## config.mk

```make
export PLATFORM = sky130hd
export DESIGN_NAME = fetch_queue
export DESIGN_NICKNAME = d
export VERILOG_FILES = /design/src/rtl/fetch_queue.sv
export SDC_FILE = /design/constraint.sdc
export NUM_CORES = 1
export LEC_CHECK = 0
export BUFFER_PORTS_ARGS = -buffer_cell sky130_fd_sc_hd__buf_2
export CORE_MARGIN = 5
export CORE_UTILIZATION = 40
export DETAILED_ROUTE_END_ITERATION = 7
export GPL_TIMING_DRIVEN = 0
export HOLD_SLACK_MARGIN = 0.02
export PLACE_DENSITY_LB_ADDON = 0.15
export SETUP_SLACK_MARGIN = 0.1
export SKIP_LAST_GASP = 1
export SLEW_MARGIN = 20
export SYNTH_ARGS = -nofsm -noshare
export SYNTH_HDL_FRONTEND = slang
export SYNTH_SLANG_ARGS = --single-unit
```

## constraint.sdc

```tcl
create_clock -name clk -period 5.95 [get_ports clk]
set_input_delay 0 -clock clk [delete_from_list [all_inputs] [get_ports clk]]
set_output_delay 0 -clock clk [all_outputs]
set_load 0.05 [all_outputs]
```

## src/rtl/fetch_queue.sv

```systemverilog
// Instruction fetch stage: owns the fetch PC, issues in-order word requests, and buffers returned words
// with their PC in a small queue toward decode. A flush drops the queue and in-flight responses.
module fetch_queue #(
  parameter int              XLEN         = 32,
  parameter int              DEPTH        = 2,
  parameter logic [XLEN-1:0] RESET_VECTOR = 32'h8000_0000
) (
  input  logic            clk,
  input  logic            reset,
  output logic            imem_req_v_o,
  output logic [XLEN-1:0] imem_adr_o,
  input  logic            imem_req_rdy_i,
  input  logic            imem_rsp_v_i,
  input  logic [XLEN-1:0] imem_rsp_data_i,
  input  logic            imem_rsp_err_i,
  input  logic            flush_v_i,
  input  logic [XLEN-1:0] flush_pc_i,
  output logic            instr_v_o,
  output logic [XLEN-1:0] instr_o,
  output logic [XLEN-1:0] pc_o,
  output logic            instr_fault_o,
  input  logic            dec_rdy_i
);

  localparam int PW = $clog2(DEPTH);
  localparam int CW = $clog2(DEPTH) + 1;
  localparam int UW = CW + 1;

  typedef enum logic [1:0] {BOOT, RUN, HALT} state_t;

  state_t          state_q, state_d;
  logic [XLEN-1:0] fetch_pc_q, rsp_pc_q;
  logic [XLEN-1:0] q_data [DEPTH];
  logic [XLEN-1:0] q_pc   [DEPTH];
  logic            q_err  [DEPTH];
  logic [PW-1:0]   rd_ptr_q, wr_ptr_q;
  logic [CW-1:0]   count_q, outstanding_q, discard_q;
  logic [UW-1:0]   credit_use;
  logic [XLEN-1:0] flush_target;
  logic            empty, deq, req_accept, enq;
  logic            unused_flush_bits;

  assign unused_flush_bits = ^flush_pc_i[1:0];
  assign flush_target      = {flush_pc_i[XLEN-1:2], 2'b00};

  assign empty      = (count_q == '0);
  assign instr_v_o  = ~empty & ~flush_v_i;
  assign deq        = instr_v_o & dec_rdy_i;
  assign enq        = imem_rsp_v_i & ~flush_v_i & (discard_q == '0);

  // Credits cover both queued words and requests still in flight, including ones
  // that will be discarded; the same-cycle dequeue frees a slot early.
  assign credit_use   = UW'(outstanding_q) + UW'(count_q) - UW'(deq);
  assign imem_req_v_o = (state_q == RUN) & ~flush_v_i & (credit_use < UW'(DEPTH));
  assign req_accept   = imem_req_v_o & imem_req_rdy_i;
  assign imem_adr_o   = fetch_pc_q;

  assign instr_o       = instr_v_o ? q_data[rd_ptr_q] : '0;
  assign pc_o          = instr_v_o ? q_pc[rd_ptr_q]   : '0;
  assign instr_fault_o = instr_v_o & q_err[rd_ptr_q];

  always_comb begin
    state_d = state_q;
    unique case (state_q)
      BOOT:    state_d = RUN;
      RUN:     if (enq && imem_rsp_err_i) state_d = HALT;
      HALT:    state_d = HALT;
      default: state_d = BOOT;
    endcase
    if (flush_v_i) state_d = RUN;
  end

  // A flush keeps counting in-flight requests as outstanding and marks them all for discard.
  always_ff @(posedge clk or posedge reset) begin
    if (reset) begin
      state_q       <= BOOT;
      fetch_pc_q    <= RESET_VECTOR;
      rsp_pc_q      <= RESET_VECTOR;
      rd_ptr_q      <= '0;
      wr_ptr_q      <= '0;
      count_q       <= '0;
      outstanding_q <= '0;
      discard_q     <= '0;
    end else begin
      state_q <= state_d;
      if (flush_v_i) begin
        fetch_pc_q    <= flush_target;
        rsp_pc_q      <= flush_target;
        rd_ptr_q      <= '0;
        wr_ptr_q      <= '0;
        count_q       <= '0;
        outstanding_q <= outstanding_q - CW'(imem_rsp_v_i);
        discard_q     <= outstanding_q - CW'(imem_rsp_v_i);
      end else begin
        if (req_accept) fetch_pc_q <= fetch_pc_q + XLEN'(4);
        outstanding_q <= outstanding_q + CW'(req_accept) - CW'(imem_rsp_v_i);
        if (imem_rsp_v_i && (discard_q != '0)) discard_q <= discard_q - CW'(1);
        if (enq) begin
          wr_ptr_q <= wr_ptr_q + PW'(1);
          rsp_pc_q <= rsp_pc_q + XLEN'(4);
        end
        if (deq) rd_ptr_q <= rd_ptr_q + PW'(1);
        count_q <= count_q + CW'(enq) - CW'(deq);
      end
    end
  end

  always_ff @(posedge clk) begin
    if (enq) begin
      q_data[wr_ptr_q] <= imem_rsp_err_i ? '0 : imem_rsp_data_i;
      q_pc[wr_ptr_q]   <= rsp_pc_q;
      q_err[wr_ptr_q]  <= imem_rsp_err_i;
    end
  end

  rsp_no_overflow: assert property (@(posedge clk) disable iff (reset) enq |-> (count_q != CW'(DEPTH)));

endmodule

```

# == After elaboration in Yosys (flattened, before gate mapping) ==
# Memory sizes are Yosys's and may differ from the RTL's.
# Index checks and enable logic that the tools add are counted.
# totals
ff_bits,74
latchBits,0
ramBits,130
mem_bits_ro,0
elab_cells,67
mem_count,3
# memory_table
memory,depth,width,read_ports,rd_clocked_by_memory_dff,write_ports,line,rtl
q_data,2,32,1,0,1,33,logic [XLEN-1:0] q_data [DEPTH];
q_pc,2,32,1,0,1,34,logic [XLEN-1:0] q_pc [DEPTH];
q_err,2,1,1,0,1,35,logic q_err [DEPTH];
# classes
add_sub_neg,12
n_mul,0
n_div,0
magnitude_cmp,1
eq_ne,3
shift,0
muxes,20
n_bitwise,10
reduce_logical,10
# op_table
cell,count
2-to-1 mux 32 bit,7
"adder 32 x 3 -> 32 bit, second input constant",2
2-to-1 mux 2 bit,6
nonzero test 2 bit,5
AND 1 bit,8
zero test 2 bit,3
2-to-1 mux 1 bit,6
case mux 2 bit (3 select lines),1
subtractor 2 x 1 -> 2 bit,3
adder 2 x 1 -> 2 bit,2
adder 2 x 2 -> 3 bit,1
"< comparator 3 x 2 -> 1 bit, second input constant",1
"inequality test 3 x 2 -> 1 bit, second input constant",1
subtractor 3 x 1 -> 3 bit,1
"adder 1 bit, second input constant",2
"equality test 2 x 1 -> 1 bit, second input constant",1
"equality test 2 bit, second input constant",1
logical AND 1 bit,2
NOT 1 bit,2
"subtractor 2 x 1 -> 2 bit, second input constant",1

# == Depth between registers and ports, before layout ==
# depth
word_depth,11
depth_mapped,18
depth_no_buf,16

# == Worst setup path after synthesis ==
# Ideal clock, no wire load.
# synth_timing
path_kind,register to register
from,register discard_q[0]
to,"memory q_data[0][0], enable pin"
setup_ns,0.484
t_arrival_ns,3.832
required_ns,5.466
path_slack_ns,1.633
stages_incl_launch_ff,7
period_less_slack_ns,4.317
cell_sequence,dfrtp_1 -> inv_1 -> ha_1 -> and2_1 -> clkbuf_1 -> nand2_1 -> nor2_1
# synth_via
elab_chain_cells,4
# synth_rtl
item,line,rtl
start: declaration,37,"logic [CW-1:0] count_q, outstanding_q, discard_q;"
start signal: assignment,93,discard_q <= outstanding_q - CW'(imem_rsp_v_i);
start signal: assignment,97,if (imem_rsp_v_i && (discard_q != '0)) discard_q <= discard_q - CW'(1);
zero test 2 bit,49,assign enq = imem_rsp_v_i & ~flush_v_i & (discard_q == '0);
AND 1 bit,49,
2-to-1 mux 1 bit,109,if (enq) begin
2-to-1 mux 1 bit,110,q_data[wr_ptr_q] <= imem_rsp_err_i ? '0 : imem_rsp_data_i;
end: declaration,33,
# Every way passes these cells.

# == Worst setup path after layout ==
# layout_timing
from,register count_q[1]
to,register outstanding_q[1]
# layout_via
elab_chain_cells,11
word_cells_on_any_way,12
# layout_rtl
item,line,rtl
start: declaration,37,
start signal: assignment,103,count_q <= count_q + CW'(enq) - CW'(deq);
zero test 2 bit,46,assign empty = (count_q == '0);
NOT 1 bit,47,assign instr_v_o = ~empty & ~flush_v_i;
AND 1 bit,47,
AND 1 bit,48,assign deq = instr_v_o & dec_rdy_i;
subtractor 3 x 1 -> 3 bit *,53,assign credit_use = UW'(outstanding_q) + UW'(count_q) - UW'(deq);
< comparator 3 x 2 -> 1 bit *,54,assign imem_req_v_o = (state_q == RUN) & ~flush_v_i & (credit_use < UW'(DEPTH));
AND 1 bit *,54,
AND 1 bit *,55,assign req_accept = imem_req_v_o & imem_req_rdy_i;
adder 2 x 1 -> 2 bit *,96,outstanding_q <= outstanding_q + CW'(req_accept) - CW'(imem_rsp_v_i);
subtractor 2 x 1 -> 2 bit *,96,
2-to-1 mux 2 bit *,86,if (flush_v_i) begin
end signal: assignment,92,outstanding_q <= outstanding_q - CW'(imem_rsp_v_i);
end signal: assignment,96,
end: declaration,37,
# Mark *: on every way between the ends. The rest lies on a longest branch, timed or not.
# A chain may end at the register's enable or synchronous reset.

==> metrics.txt <==
# TYPE chip_impl_metric gauge
chip_impl_metric{name="htreeDepth",unit=""} 4
chip_impl_metric{name="routabilityCongestion",unit=""} 0.887
chip_impl_metric{name="synthArstFlopShare",unit=""} 0.357
chip_impl_metric{name="antenna_cells",unit=""} 0
chip_impl_metric{name="detailroute.via_count",unit=""} 6637
chip_impl_metric{name="syn-mean-instance-area",unit="um^2"} 12.0
chip_impl_metric{name="pwr_density_cell",unit="nW/um^2"} 335
chip_impl_metric{name="core_box_area",unit="um^2"} 22400
chip_impl_metric{name="synth_cells",unit=""} 749
chip_impl_metric{name="grt_antenna_before_repair",unit=""} 0
chip_impl_metric{name="path_clk_slew",unit="ps"} 80
chip_impl_metric{name="yosys.cell_types.count",unit=""} 59
chip_impl_info{name="worstSetupStartpointType",value="register"} 1
chip_impl_metric{name="layout-area-overhead-vs-synth",unit="%"} 28.6
chip_impl_metric{name="globalRoute.totalOverflow",unit=""} 0
chip_impl_metric{name="timing_worst_slew_pin_value",unit="ps"} 1060
chip_impl_info{name="tritoncts",value="done"} 1
chip_impl_info{name="ys_top_cells_by_count",value="edfxtp_1 (126), nor2_1 (88), dfrtp_1 (68)"} 1
chip_impl_metric{name="grt_first_pass_wirelength",unit="um"} 36300
chip_impl_metric{name="die_area",unit="um^2"} 25700
chip_impl_metric{name="fin_tns_setup",unit="ps"} 0
chip_impl_metric{name="first_iter_violations",unit=""} 379
chip_impl_metric{name="insertion_delay_of_the_later_clocked_pin_in_the_worst_skew_pair",unit="ps"} 430
chip_impl_metric{name="firstDrtPassIters",unit=""} 5
chip_impl_metric{name="min_tclk_post_route",unit="ps"} 4350
chip_impl_metric{name="synth_seq_cells",unit=""} 196
chip_impl_metric{name="r2r_cells",unit=""} 15
chip_impl_info{name="worst_setup_path_end_kind",value="register"} 1
chip_impl_metric{name="vdd.ir_drop.worst",unit="mV"} 0.202
chip_impl_metric{name="timing.hold.ws",unit="ps"} 71.6
chip_impl_metric{name="dieHeight",unit="um"} 160
chip_impl_metric{name="post_route_cells_drive_above_1_share",unit=""} 0.221
chip_impl_metric{name="cap_violations",unit=""} 0
chip_impl_info{name="post-synth-top-count-cell",value="edfxtp_1"} 1
chip_impl_metric{name="std_cell_rows",unit=""} 55
chip_impl_metric{name="synth-seq-area-share",unit=""} 0.614
chip_impl_metric{name="arrival",unit="ps"} 4710
chip_impl_metric{name="static-leakage-power",unit="nW"} 4.51
chip_impl_metric{name="routed_wire_length",unit="um"} 22700
chip_impl_metric{name="timing.final.setup_violations",unit=""} 0
chip_impl_metric{name="layout.filler_cells",unit=""} 2077
chip_impl_info{name="worstHoldPathType",value="in2async"} 1
chip_impl_info{name="reg_to_reg_critical_path_startpoint",value="count_q[1]"} 1
chip_impl_metric{name="grt_pass1_vias",unit=""} 6743
chip_impl_info{name="synthTopCellsByArea",value="edfxtp_1 (42%), dfrtp_1 (19%), mux2i_1 (7.0%)"} 1
chip_impl_metric{name="clock_sinks",unit=""} 196
chip_impl_metric{name="cts.repair.resized",unit=""} 0
chip_impl_info{name="critical_path.reg2reg.endpoint",value="outstanding_q[1]"} 1
chip_impl_metric{name="post_synth_edffs",unit=""} 126
chip_impl_metric{name="routedWlPerCell",unit="um"} 17.4
chip_impl_metric{name="grt_util_all_layers",unit=""} 0.179
chip_impl_metric{name="slew_violations",unit=""} 0
chip_impl_info{name="status",value="finished, final reports clean"} 1
chip_impl_metric{name="place_hpwl",unit="um"} 16300
chip_impl_metric{name="synth_warnings",unit=""} 0
chip_impl_metric{name="netlist_area",unit="um^2"} 9020
chip_impl_metric{name="antenna_left",unit=""} 0
chip_impl_metric{name="number_of_hold_slack_violations_in_the_final_timing_report",unit=""} 0
chip_impl_info{name="synth_area_leader_cell",value="edfxtp_1"} 1
chip_impl_metric{name="place.port_buffers",unit=""} 163
chip_impl_metric{name="clock_skew",unit="ps"} 10.6
chip_impl_metric{name="critPathRequiredTime",unit="ps"} 6310
chip_impl_info{name="setup.worst_path.class",value="reg2reg"} 1
chip_impl_metric{name="floorplan.initialDensity",unit=""} 0.402
chip_impl_metric{name="pin_count",unit=""} 170
chip_impl_info{name="unrepaired_setup_endpoints_after_global_routing",value="false"} 1
chip_impl_metric{name="top_cell_type_s_share_of_synthesized_area",unit=""} 0.419
chip_impl_info{name="synth_top_flop_cell",value="edfxtp_1"} 1
chip_impl_metric{name="die_width",unit="um"} 160
chip_impl_metric{name="cts_made_buffers",unit=""} 17
chip_impl_metric{name="finalCritPeriodShare",unit=""} 0.731
chip_impl_metric{name="worst-r2r-setup-slack",unit="ps"} 1600
chip_impl_metric{name="drc_markers",unit=""} 0
chip_impl_metric{name="avgViaCountPerCell",unit=""} 5.09
chip_impl_metric{name="cts_max_path_buffers",unit=""} 2
chip_impl_info{name="clk_root_buffer_cell",value="clkbuf_16"} 1
chip_impl_metric{name="path_max_fanout",unit=""} 10
chip_impl_metric{name="clock.fmax",unit="MHz"} 230
chip_impl_metric{name="finish.net_count",unit=""} 1088
chip_impl_metric{name="timing.slew.headroom",unit=""} 0.286
chip_impl_metric{name="grt_start_max_net_pins",unit=""} 50
==> worst max path at each step <==
| stage | slack [ps] | startpoint | cells past startpoint | end |
|---|---|---|---|---|
| after floorplan | 1630 | discard_q[0] | 6 | q_data[0][0] |
| after global placement | -480 | flush_v_i | 7 | q_data[0][12] |
| after detailed placement | 1640 | flush_v_i | 18 | outstanding_q[1] |
| after CTS | 1630 | count_q[1] | 15 | outstanding_q[1] |
| after global routing | 1240 | count_q[1] | 15 | outstanding_q[1] |
| final | 1600 | count_q[1] | 15 | outstanding_q[1] |
==> metal layers <==
layer	track usage	up-vias	wire [um]
li1	-	3214	-
met1	0.252	3172	10600
met2	0.284	227	10400
met3	0.0374	24	1330
met4	0.0485	0	353
met5	0	-	0
==> worst max-delay path: stages (launching register included) <==
cell	delay, ps
dfrtp_1	430
o21ai_2	550
inv_1	150
nand2_1	220
nor2_1	100
fa_1	540
nand4b_1	180
nor2_1	530
inv_1	240
clkbuf_1	320
ha_1	360
inv_1	40
ha_1	170
xnor2_1	120
o21ai_0	180
xnor2_1	140
==> cell usage in the layout (no fill, tap or decap), types with 27 or more instances in the layout <==
cell,n
nand3_1,27
xnor2_1,29
nand2_1,55
o21ai_0,29
mux2i_1,63
dfrtp_1,68
nor2_1,87
buf_2,163
edfxtp_1,126
nor2b_1,34
dlygate4sd3_1,66
==> report_power, final <==
group	switching, mW	total [mW]	leakage (nW)	internal, mW
sequential	0.116	1.71	1.99	1.60
clock	0.519	1.16	0.282	0.639
combinational	0.685	1.02	2.24	0.333
==> per-stage QoR <==
step | utilization | cells | total power [mW] | setup slack [ps] | area (um^2)
after global routing | 0.517 | 1303 | 4.08 | 1240 | 11600
after global placement | 0.455 | 1200 | 2.70 | -483 | 10200
after detailed placement | 0.462 | 1205 | 2.73 | 1640 | 10400
final | 0.517 | 1303 | 3.89 | 1600 | 11600
after floorplan | - | 752 | 2.44 | 1630 | 9030
after CTS | 0.517 | 1303 | 3.92 | 1630 | 11600
==> cell type report <==
type                    count  area [um^2]  area share
inverters                  25         96.3     0.00830
clock inverters            13          146      0.0126
clock buffers              19          443      0.0382
flip-flops and latches    196         5540       0.477
well taps                 285          357      0.0307
repair buffers            234         1610       0.138
plain buffers              36          158      0.0136
multi-input cells         495         3260       0.281
==> sequential cells by signal, summed over array words and instances, names as in the netlist <==
name and cells:
count_q 2, discard_q 2, imem_adr_o 30, outstanding_q 2
q_data 64, q_err 2, q_pc 60, rd_ptr_q 1
rsp_pc_q 30, state_q 2, wr_ptr_q 1
==> cell families (layout without fill, tap and decap cells) <==
family	count (synthesis)	after routing	share of synthesized area
AOI/OAI and AO/OA	87	87	0.0616
and+or+nand+nor	280	280	0.160
xor gates and xnor gates	43	43	0.0417
muxes	69	69	0.0774
buffers and inverters	61	327	0.0279
adders and majority gates	12	12	0.0175
DFF	196	196	0.614
other	1	4	0.000416
==> timing repair <==
item / in CTS / in global routing
hold buffers: 66 / 0
setup endpoints to repair: 0 / 0
endpoints found under the hold margin: 196 / 0
setup buffers: 0 / 0
No activity file was read; power rests on OpenSTA's default activity.
